**config.mk**
```make
export PLATFORM = sky130hd
export DESIGN_NAME = regfile_sb
export DESIGN_NICKNAME = d
export VERILOG_FILES = /design/src/rtl/regfile_sb.sv
export SDC_FILE = /design/constraint.sdc
export NUM_CORES = 1
export LEC_CHECK = 0
export CELL_PAD_IN_SITES_DETAIL_PLACEMENT = 1
export CELL_PAD_IN_SITES_GLOBAL_PLACEMENT = 1
export CORE_ASPECT_RATIO = 1.4
export CORE_MARGIN = 5
export CORE_UTILIZATION = 34
export CTS_BUF_LIST = sky130_fd_sc_hd__clkbuf_4 sky130_fd_sc_hd__clkbuf_8 sky130_fd_sc_hd__clkbuf_16
export DETAILED_ROUTE_END_ITERATION = 8
export GPL_ROUTABILITY_DRIVEN = 0
export PLACE_DENSITY = 0.57
export SETUP_SLACK_MARGIN = 0.15
export SYNTH_ARGS = -nofsm -noshare
export SYNTH_HDL_FRONTEND = slang
export SYNTH_SLANG_ARGS = --single-unit
export TNS_END_PERCENT = 5
```
**constraint.sdc**
```tcl
create_clock -name clk -period 3.7 [get_ports clk]
set_input_delay 0.555 -clock clk [delete_from_list [all_inputs] [get_ports clk]]
set_output_delay 0.555 -clock clk [all_outputs]
set_load 0.01 [all_outputs]
```
**src/rtl/regfile_sb.sv**
```systemverilog
// regfile_sb: parametrised register file with write-through bypass and a
// per-register in-flight write scoreboard producing a RAW/WAW issue stall.
module regfile_sb #(
    parameter int unsigned DSIZE    = 16,
    parameter int unsigned ASIZE    = 4,
    parameter int unsigned PIPE_LAT = 3,
    parameter int unsigned R0_ZERO  = 1
) (
    input  logic                    clk,
    input  logic                    rst,
    input  logic [ASIZE-1:0]        raddr1,
    input  logic [ASIZE-1:0]        raddr2,
    output logic [DSIZE-1:0]        rdata1,
    output logic [DSIZE-1:0]        rdata2,
    input  logic                    issue_valid,
    input  logic                    issue_wen,
    input  logic [ASIZE-1:0]        issue_waddr,
    output logic                    stall,
    input  logic                    flush,
    input  logic                    wen,
    input  logic [ASIZE-1:0]        waddr,
    input  logic [DSIZE-1:0]        wdata,
    output logic [(1<<ASIZE)-1:0]   busy
);

    localparam int unsigned NREG = 1 << ASIZE;
    localparam int unsigned CW   = 4;
    localparam logic [CW-1:0] LAT = CW'(PIPE_LAT);
    localparam logic [CW-1:0] ONE = CW'(1);

    // Register 0 is excluded from storage, tracking and hazards when hardwired to zero.
    function automatic logic tracked(input logic [ASIZE-1:0] a);
        return !((R0_ZERO != 0) && (a == '0));
    endfunction

    logic [DSIZE-1:0] mem_q  [NREG];
    logic [CW-1:0]    cnt_q  [NREG];
    logic [CW-1:0]    cnt_d  [NREG];
    logic [NREG-1:0]  busy_q;
    logic [NREG-1:0]  busy_d;
    logic [NREG-1:0]  pend_c;
    logic             accept_c;
    logic             load_c;

    assign busy = busy_q;

    // Storage write from writeback.
    always_ff @(posedge clk) begin
        if (!rst) begin
            for (int unsigned i = 0; i < NREG; i++) begin
                mem_q[i] <= '0;
            end
        end else if (wen && tracked(waddr)) begin
            mem_q[waddr] <= wdata;
        end
    end

    // Read port 1: zero register, then bypass from writeback, then storage.
    always_comb begin
        rdata1 = mem_q[raddr1];
        if (!rst || !tracked(raddr1)) begin
            rdata1 = '0;
        end else if (wen && (waddr == raddr1)) begin
            rdata1 = wdata;
        end
    end

    // Read port 2: same priority as port 1.
    always_comb begin
        rdata2 = mem_q[raddr2];
        if (!rst || !tracked(raddr2)) begin
            rdata2 = '0;
        end else if (wen && (waddr == raddr2)) begin
            rdata2 = wdata;
        end
    end

    // Pending = write still two or more cycles away; counter 1 is covered by the bypass.
    always_comb begin
        pend_c = '0;
        for (int unsigned i = 0; i < NREG; i++) begin
            pend_c[i] = (cnt_q[i] > ONE) && tracked(ASIZE'(i));
        end
    end

    // Issue stall on RAW (either read port) or WAW (destination), and acceptance.
    always_comb begin
        stall    = rst & issue_valid &
                   (pend_c[raddr1] | pend_c[raddr2] | (issue_wen & pend_c[issue_waddr]));
        accept_c = issue_valid & ~stall;
        load_c   = accept_c & issue_wen & tracked(issue_waddr);
    end

    // Counter next state: flush clears, accepted write loads, otherwise count down.
    always_comb begin
        busy_d = '0;
        for (int unsigned i = 0; i < NREG; i++) begin
            cnt_d[i] = cnt_q[i];
            if (flush) begin
                cnt_d[i] = '0;
            end else if (load_c && (issue_waddr == ASIZE'(i))) begin
                cnt_d[i] = LAT;
            end else if (cnt_q[i] != '0) begin
                cnt_d[i] = cnt_q[i] - ONE;
            end
            busy_d[i] = (cnt_d[i] != '0);
        end
    end

    // Scoreboard counters and busy flags.
    always_ff @(posedge clk) begin
        if (!rst) begin
            for (int unsigned i = 0; i < NREG; i++) begin
                cnt_q[i] <= '0;
            end
            busy_q <= '0;
        end else begin
            for (int unsigned i = 0; i < NREG; i++) begin
                cnt_q[i] <= cnt_d[i];
            end
            busy_q <= busy_d;
        end
    end

endmodule

```
* After elaboration in Yosys (flattened, before gate mapping)
Memory sizes are Yosys's and may differ from the RTL's.
Index checks and enable logic that the tools add are counted.
** Operators by class
- Mux-type cells :: 82
- Bitwise gates (word level) :: 25
- $lt $le $gt $ge :: 18
- Reduce and logical (&&, ||, !) cells :: 61
- Equality and inequality tests :: 17
- $add $sub $neg :: 16
** Operators by type and width (count)
- $mux W4 :: 65
- $reduce_bool A4 Y1 :: 32
- $mux W16 :: 5
- $sub A4 B1 Y4 const B :: 16
- $gt A4 B1 Y1 const B :: 15
- $eq A4 B4 Y1 const B :: 8
- $logic_and A1 B1 Y1 :: 19
- $or A1 B1 Y1 :: 18
- $eq A4 B3 Y1 const B :: 4
- $logic_not A4 Y1 :: 4
- $reduce_or A16 Y1 :: 1
- $lt A4 B5 Y1 const B :: 3
- $bmux W1 S4 :: 3
- $mux W1 :: 9
- $eq A4 B2 Y1 const B :: 2
- $eq A4 B4 Y1 :: 2
- $and A1 B1 Y1 :: 6
- $eq A4 B1 Y1 const B :: 1
- $logic_not A1 Y1 :: 3
- $logic_or A1 B1 Y1 :: 2
- $not A1 Y1 :: 1
** Word-level totals
- Logic and storage cells :: 222
- Bits of input ports :: 38
- Bits in registers :: 16
- Output and inout bits :: 49
- RAM bits :: 320
- Memories :: 2
** Memories
- mem_q :: depth 16, width 16, read ports 2, clocked after Yosys merged registers in 0, wr ports 16, line 36 : logic [DSIZE-1:0] mem_q [NREG];
- cnt_q :: depth 16, width 4, read ports 16, clocked after Yosys merged registers in 0, wr ports 16, line 37 : logic [CW-1:0] cnt_q [NREG];

* Depth between registers and ports, before layout
Gate-level depths: netlist of run 1.
An unclocked memory read counts as a cell.
- Word-level depth :: 15
- Mapped depth :: 12
- Gate-level depth less buffers :: 10

* Worst setup path after synthesis of run 1
No wires, ideal clock.
- Kind :: in2out
- Start :: input port raddr1[1]
- End :: output port rdata1[0]
- Path slack :: 0.627 ns
- Stages :: 7
- Required time :: 3.145 ns
- Data arrival time :: 2.518 ns
- Path buffers :: 3
- Path through :: clkbuf_1 -> buf_1 -> clkbuf_1 -> mux4_2 -> mux4_2 -> mux2i_1 -> nor2_1
** On the way
- Cells in the longest elaborated chain, start to end :: 4
- Elaborated cells on any way between the ends :: 7
- Classes of those cells :: eq/ne: 1; mux: 2; reduce/logical: 3; memory: 1
** Ends and longest elaborated chain
- start: declaration :: line 11 : input logic [ASIZE-1:0] raddr1,
- parallel branches: the longest is 3 deep, another holds $mem_v2 Z16 W16
- $mux W16 (*) :: line 61 : if (!rst || !tracked(raddr1)) begin
- end: declaration :: line 13 : output logic [DSIZE-1:0] rdata1,
Every way passes the cells marked *.

* Final worst setup path of run 1
- Start :: input port raddr2[0]
- End :: output port rdata2[4]
** On the way
- Cells in the longest elaborated chain, start to end :: 4
- Elaborated cells on any way between the ends :: 7
- Classes of those cells :: eq/ne: 1; mux: 2; reduce/logical: 3; memory: 1
** Ends and longest elaborated chain
- start: declaration :: line 12 : input logic [ASIZE-1:0] raddr2,
- parallel branches: the longest is 3 deep, another holds $mem_v2 Z16 W16
- $mux W16 (*) :: line 71 : if (!rst || !tracked(raddr2)) begin
- end: declaration :: line 14 : output logic [DSIZE-1:0] rdata2,
Marked as above.

==> impl_metrics.py, run 1 <==
metrics = {
    "run_status": {
        "status": "completed",
    },
    "global_routing": {
        "antenna_found_initial": 1,
        "overflow": 0,
        "grt_max_degree": 37,
        "grt_pass1_vias": 14460,
        "grtUsageTotal_pct": 21.54,
        "grt_pass1_wl_mm": 97.64,
    },
    "critical_path": {
        "worstSetupEndpointType": "output pin",
        "worstPathCellList": "buf_4, buf_4, mux4_2, mux4_2, mux2i_1, buf_4, nor2_1, clkdlybuf4s50_1",
        "cp_data_arrival_time_ps": 3000,
        "path_buf_inv": 4,
        "cp_data_required_time_ps": 3140,
        "critPathTopFamily": "multiplexers",
        "critPathKind": "input port to output pin",
        "slowest_delay_ps": 520,
        "critPathSlowestCell": "mux4_2",
        "critical_path.max_fanout": 12,
        "worst_setup_path_start_kind": "input port",
        "critPathMostFrequentCell": "buf_4",
    },
    "timing": {
        "period_minus_slack_ps": 3560,
        "setup_ws_ps": 140.2,
        "fmax_ghz": 0.2809,
        "setup_tns_ps": 0,
        "setup-violations-final": 0,
        "finalClockSkew_ps": 8.688,
        "hold_viol": 0,
        "tightest_slew_ps": 774.7,
        "slew_violations": 0,
        "rsz0062_at_grt": "true",
        "post-route-period-util_pct": 96.21,
        "slew_headroom_pct": 48.19,
    },
    "synthesis": {
        "ys_seq_elements": 336,
        "synth-edff-count": 256,
        "yosys_warnings": 0,
        "netlist_instances": 1463,
        "syn_area_per_cell_um2": 13.06,
        "synth-main-ff-cell": "edfxtp_1",
        "yosysSeqAreaShare_pct": 48.63,
        "synth_area_um2": 19100,
        "synthArstFlopShare_pct": 0,
        "synth.distinct_cells": 65,
    },
    "pwr": {
        "power_frac_seq_pct": 36.7,
        "leakagePower_nw": 8.262,
        "combPwrFrac_pct": 32.3,
        "p_sw_mw": 4.390,
        "internal_power_mw": 8.847,
        "powerDensity_nw_per_um2": 571.8,
        "vdd_drop_max_uv": 305.9,
        "pwr-share-clk_pct": 31.0,
        "swShare_pct": 33.16,
        "totalPowerFinal_mw": 13.24,
    },
    "placed_design": {
        "dpl.cell_count": 2306,
        "dp_hpwl_mm": 46.88,
        "portBuffers": 86,
        "post-place-ws_ps": 46.09,
    },
    "cells_and_area": {
        "final_cell_mix": "edfxtp_1, and2_1, mux4_2",
        "diodes": 0,
        "area_growth_syn_to_layout_pct": 21.19,
        "fin_nets": 1704,
        "layout-drive-gt1-share_pct": 26.11,
        "layoutNonFillerInstCount": 2375,
        "layout_commonest_cell": "edfxtp_1",
    },
    "clock_network": {
        "h-tree-depth": 2,
        "cts_sinks": 336,
        "cts_buffers": 39,
        "clock_latency_ps": 560,
        "cts_buffer_depth": 3,
        "cts_tree": "built",
        "cts_root_buf": "clkbuf_16",
        "cts_hold_buf": 0,
        "clkTransAtPathRegs_ps": 60,
    },
    "detailed_routing": {
        "drt-initial-drc-count": 947,
        "drcViolationCount": 0,
        "wl_per_cell_um": 27.84,
        "viasPerCell": 5.594,
        "ant_nets": 0,
        "drt_first_pass_iters": 5,
        "routed_wl_mm": 66.12,
        "routed-via-count": 13290,
    },
    "die": {
        "die_w_um": 210.3,
        "initial_core_util_pct": 34.41,
        "rows": 102,
        "die_h_um": 290.4,
        "die-area_um2": 61090,
        "num_io_pins": 87,
        "design.core.area_um2": 55520,
    },
    "worst_hold_path": {
        "hold_class": "register to register",
    },
    "flow_run": {
        "maxCapViolations": 0,
    },
}
stage by stage:
stage	cell area [um2]	util [%]	hold WS, ps
detailed placement	21690	39.06	539.8
global route	23150	41.70	589.8
finish	23150	41.70	539.0
floorplan	19160	-	493.8
CTS	23120	41.65	555.4
global placement	21690	39.06	515.5
sequential cells by signal, summed over array words and instances (netlist names):
name and cells:
mem_q 256, busy 16, cnt_q 64
cells by family after synthesis:
logic type                 count (synthesis)  share of synthesized area, %
and+or+nand+nor                          512                         14.72
DFF                                      336                         48.63
muxes                                    204                         21.37
AOI/OAI and AO/OA                        175                         7.035
buffers and inverters                    143                         3.098
adders and majority gates                 46                         3.013
xor gates and xnor gates                  46                         2.109
other                                      1                       0.01963
metal layers:
layer | share of wire, % | global-route usage, % | routed length [um] | up-vias
li1 | - | - | - | 5877
met1 | 39 | 25.58 | 25570 | 6926
met2 | 53 | 39.86 | 35360 | 365
met3 | 4.6 | 3.380 | 3019 | 115
met4 | 3.3 | 6.354 | 2164 | 2
met5 | 0.020 | 0 | 13 | -
tightest hold or removal path: stages, from the launching register on:
cell and delay, ps:
dfxtp_1 340, nand3b_1 90, a21oi_1 60
worst paths after layout:
path / start / endpoint / slack, ps / depth (start not counted)
min reg2reg: cnt_q[0][3] / cnt_q[0][2] / 540 / 2
max: raddr2[0] / rdata2[4] / 140 / 8
min: cnt_q[0][3] / cnt_q[0][2] / 540 / 2
max reg2reg: cnt_q[1][25] / busy[15] / 610 / 11
synth_stat cells (all sizes together), types with 10 or more instances:
master	instances	area, um2
a211oi	14	110.1
a21oi	32	160.2
a31oi	10	62.56
and2	242	1514
buf	30	162.7
clkbuf	70	262.8
dfxtp	80	1602
edfxtp	256	7687
ha	46	575.6
inv	43	166.4
mux2i	40	400.4
mux4	163	3671
nand2	55	206.5
nand3	21	105.1
nor2	94	357.8
nor3	41	205.2
o21ai	42	210.2
o31ai	10	75.07
o32ai	27	371.6
xnor2	25	219.0
xor2	21	183.9
repair_timing:
action / CTS / global route
endpoints found under the setup margin: 28 / 28
resized for setup: 31 / 15
pin swaps: 2 / 2
hold endpoints to repair: 0 / 0
setup buffers: 1 / 0
cell type report:
type | count | area [um2]
Clock inverter | 20 | 290.3
Multi-Input combinational cell | 999 | 9455
Clock buffer | 48 | 1044
Inverter | 43 | 166.4
Tap cell | 728 | 910.9
Sequential cell | 336 | 9303
Timing Repair Buffer | 201 | 1979
Fill cell | 5756 | 32370
power by group through the flow:
stage | Combinational, mW | Sequential, mW | Clock, mW
floorplan | 2.81 | 4.82 | 0
CTS | 4.31 | 4.85 | 4.21
finish | 4.28 | 4.85 | 4.10
global placement | 4.08 | 4.90 | 0
global route | 4.67 | 4.91 | 4.37
detailed placement | 4.18 | 4.92 | 0
No activity file was read; power rests on OpenSTA's default activity.
==> run 2, diff against run 1 <==
--- a/config.mk
+++ b/config.mk
@@ -9,11 +9,11 @@
 export CELL_PAD_IN_SITES_GLOBAL_PLACEMENT = 1
 export CORE_ASPECT_RATIO = 1.4
 export CORE_MARGIN = 5
-export CORE_UTILIZATION = 34
+export CORE_UTILIZATION = 51
 export CTS_BUF_LIST = sky130_fd_sc_hd__clkbuf_4 sky130_fd_sc_hd__clkbuf_8 sky130_fd_sc_hd__clkbuf_16
 export DETAILED_ROUTE_END_ITERATION = 8
 export GPL_ROUTABILITY_DRIVEN = 0
-export PLACE_DENSITY = 0.57
+export PLACE_DENSITY = 0.8
 export SETUP_SLACK_MARGIN = 0.15
 export SYNTH_ARGS = -nofsm -noshare
 export SYNTH_HDL_FRONTEND = slang
==> impl_metrics.py, run 2 (synthesized netlist as in run 1, its figures left out) <==
metrics = {
    "critical_path": {
        "rr_worst_depth": 10,
        "path_buf_inv": 3,
        "worst_setup_path_start_kind": "input port",
        "critPathKind": "input port to output pin",
        "critPathSlowestCell": "mux4_2",
        "r2r_start": "cnt_q[1][9]",
        "worstSetupEndpointType": "output pin",
        "critPathMostFrequentCell": "mux4_2",
        "reg2reg_setup_slack_ps": 560,
        "worstPathCellList": "buf_6, buf_4, mux4_2, mux4_2, mux2i_1, nor2_1, clkdlybuf4s50_1",
        "slowest_delay_ps": 550,
        "critical_path.max_fanout": 13,
        "r2r_end": "busy[15]",
        "cp_data_required_time_ps": 3140,
        "cp_data_arrival_time_ps": 3000,
        "critPathTopFamily": "multiplexers",
    },
    "detailed_routing": {
        "drt_first_pass_iters": 7,
        "viasPerCell": 6.638,
        "met2_length_mm": 34.03,
        "routed_wl_mm": 65.62,
        "ant_nets": 0,
        "routed-via-count": 14100,
        "drcViolationCount": 0,
        "wl_per_cell_um": 30.90,
        "m1WireLength_mm": 21.95,
        "wl_met3_mm": 5.248,
        "drt-initial-drc-count": 1281,
        "top_layer": "met4",
    },
    "timing": {
        "slew_violations": 0,
        "fmax_ghz": 0.2815,
        "finalClockSkew_ps": 9.294,
        "hold_viol": 0,
        "slew_headroom_pct": 37.21,
        "period_minus_slack_ps": 3553,
        "rsz0062_at_grt": "true",
        "post-route-period-util_pct": 96.03,
        "setup_tns_ps": 0,
        "setup-violations-final": 0,
        "tightest_slew_ps": 938.4,
    },
    "run_status": {
        "status": "completed",
    },
    "placed_design": {
        "dp_hpwl_mm": 44.99,
        "placed_cell_area_um2": 21410,
        "portBuffers": 86,
        "dpl.cell_count": 2060,
    },
    "clock_network": {
        "cts_sinks": 336,
        "post_cts_buffers": 0,
        "h-tree-depth": 2,
        "clkTransAtPathRegs_ps": 60,
        "clock_latency_ps": 530,
        "cts_root_buf": "clkbuf_16",
        "cts_buffers": 36,
        "cts_tree": "built",
        "cts_hold_buf": 0,
        "cts_buffer_depth": 3,
    },
    "flow_run": {
        "maxCapViolations": 0,
    },
    "die": {
        "die_h_um": 239.0,
        "die_w_um": 173.6,
        "num_io_pins": 87,
        "rows": 84,
        "initial_core_util_pct": 51.19,
        "design.core.area_um2": 37310,
        "die-area_um2": 41480,
    },
    "cells_and_area": {
        "top_register": "mem_q",
        "n_fill_cell": 3603,
        "layout-drive-gt1-share_pct": 26.38,
        "utilization_pct": 60.94,
        "largest_reg_flops": 256,
        "fin_nets": 1709,
        "postLayoutCellArea_um2": 22740,
        "area_growth_syn_to_layout_pct": 19.04,
        "final_cell_mix": "edfxtp_1, and2_1, mux4_2",
        "layoutNonFillerInstCount": 2124,
        "layout_commonest_cell": "edfxtp_1",
    },
    "global_routing": {
        "grtUsageTotal_pct": 31.46,
        "grt_pass1_wl_mm": 97.25,
        "antenna_found_initial": 1,
        "grt_max_degree": 27,
        "overflow": 0,
        "grt_pass1_vias": 15400,
    },
    "worst_hold_path": {
        "holdCritStartpoint": "cnt_q[0][3]",
        "hold_class": "register to register",
        "min_path_cells": 2,
        "holdPathEnd": "cnt_q[0][2]",
    },
    "pwr": {
        "vdd_drop_max_uv": 377.5,
        "leakagePower_nw": 8.249,
        "powerDensity_nw_per_um2": 563.0,
    },
}
==> run 2: cell types whose count changed in the layout (fill, tap and decap cells not counted), moves of 4 or more <==
cell             previous run  this run
clkinv_1                    4         8
dlymetal6s2s_1              2         6
ha_1                       39        35
clkdlybuf4s50_1            78        74
buf_4                      97       106
==> run 2: worst max path at each step <==
stage                   start          to  slack (ps)  cells past startpoint
6_report            raddr1[0]   rdata1[4]         150                      7
5_1_grt          cnt_q[1][24]       stall          90                      9
4_1_cts             raddr1[2]  rdata1[15]          10                      9
3_5_place_dp   issue_waddr[1]       stall         -20                      8
3_3_place_gp        raddr2[0]   rdata2[2]          -3                      7
2_1_floorplan       raddr1[1]   rdata1[0]         630                      7
==> run 2: timing repair <==
action,4_1_cts,5_1_grt
gates resized for setup,41,22
gates cloned,0,0
pin swaps,8,2
endpoints found under the setup margin,31,33
==> run 2: area by class of cell <==
| class | count | area (um2) | share of cell area [%] |
|---|---|---|---|
| inverters | 43 | 166.4 | 0.7319 |
| flip-flops and latches | 336 | 9301 | 40.91 |
| diodes | 2 | 5.005 | 0.02201 |
| clock inverters | 18 | 172.7 | 0.7594 |
| clock buffers | 44 | 978.4 | 4.303 |
| multi-input cells | 999 | 9490 | 41.74 |
| well taps | 473 | 591.8 | 2.603 |
| repair buffers | 209 | 2032 | 8.936 |
==> run 2: where the power goes <==
group,switching (mW),internal [mW]
Sequential,0.383,4.49
Clock,1.52,2.09
Combinational,2.38,1.94
==> run 2: through the flow <==
| step | setup WS, ps | hold WS (ps) | power [mW] |
|---|---|---|---|
| final | 147.0 | 541.5 | 12.80 |
| after global routing | 94.77 | 580.8 | 13.40 |
| after CTS | 10.58 | 549.2 | 12.79 |
| after detailed placement | -18.27 | 537.1 | 9.032 |
| after global placement | -3.376 | 508.6 | 8.805 |
| after floorplan | 626.8 | 493.8 | 7.629 |
==> run 2: metal layers <==
| layer | GRT usage [%] | vias up |
|---|---|---|
| li1 | - | 5895 |
| met1 | 35.02 | 7132 |
| met2 | 56.89 | 810 |
| met3 | 5.648 | 263 |
| met4 | 17.74 | 0 |
| met5 | 0 | - |
==> run 2: worst register-to-register path, cell delays in order, from the launching register on <==
cell and delay, ps:
dfxtp_1 330, inv_1 130, ha_2 220, o21ai_2 100, mux4_2 470, o311a_1 340
a211oi_2 280, and2b_2 250, inv_6 30, buf_4 220, o31ai_1 600
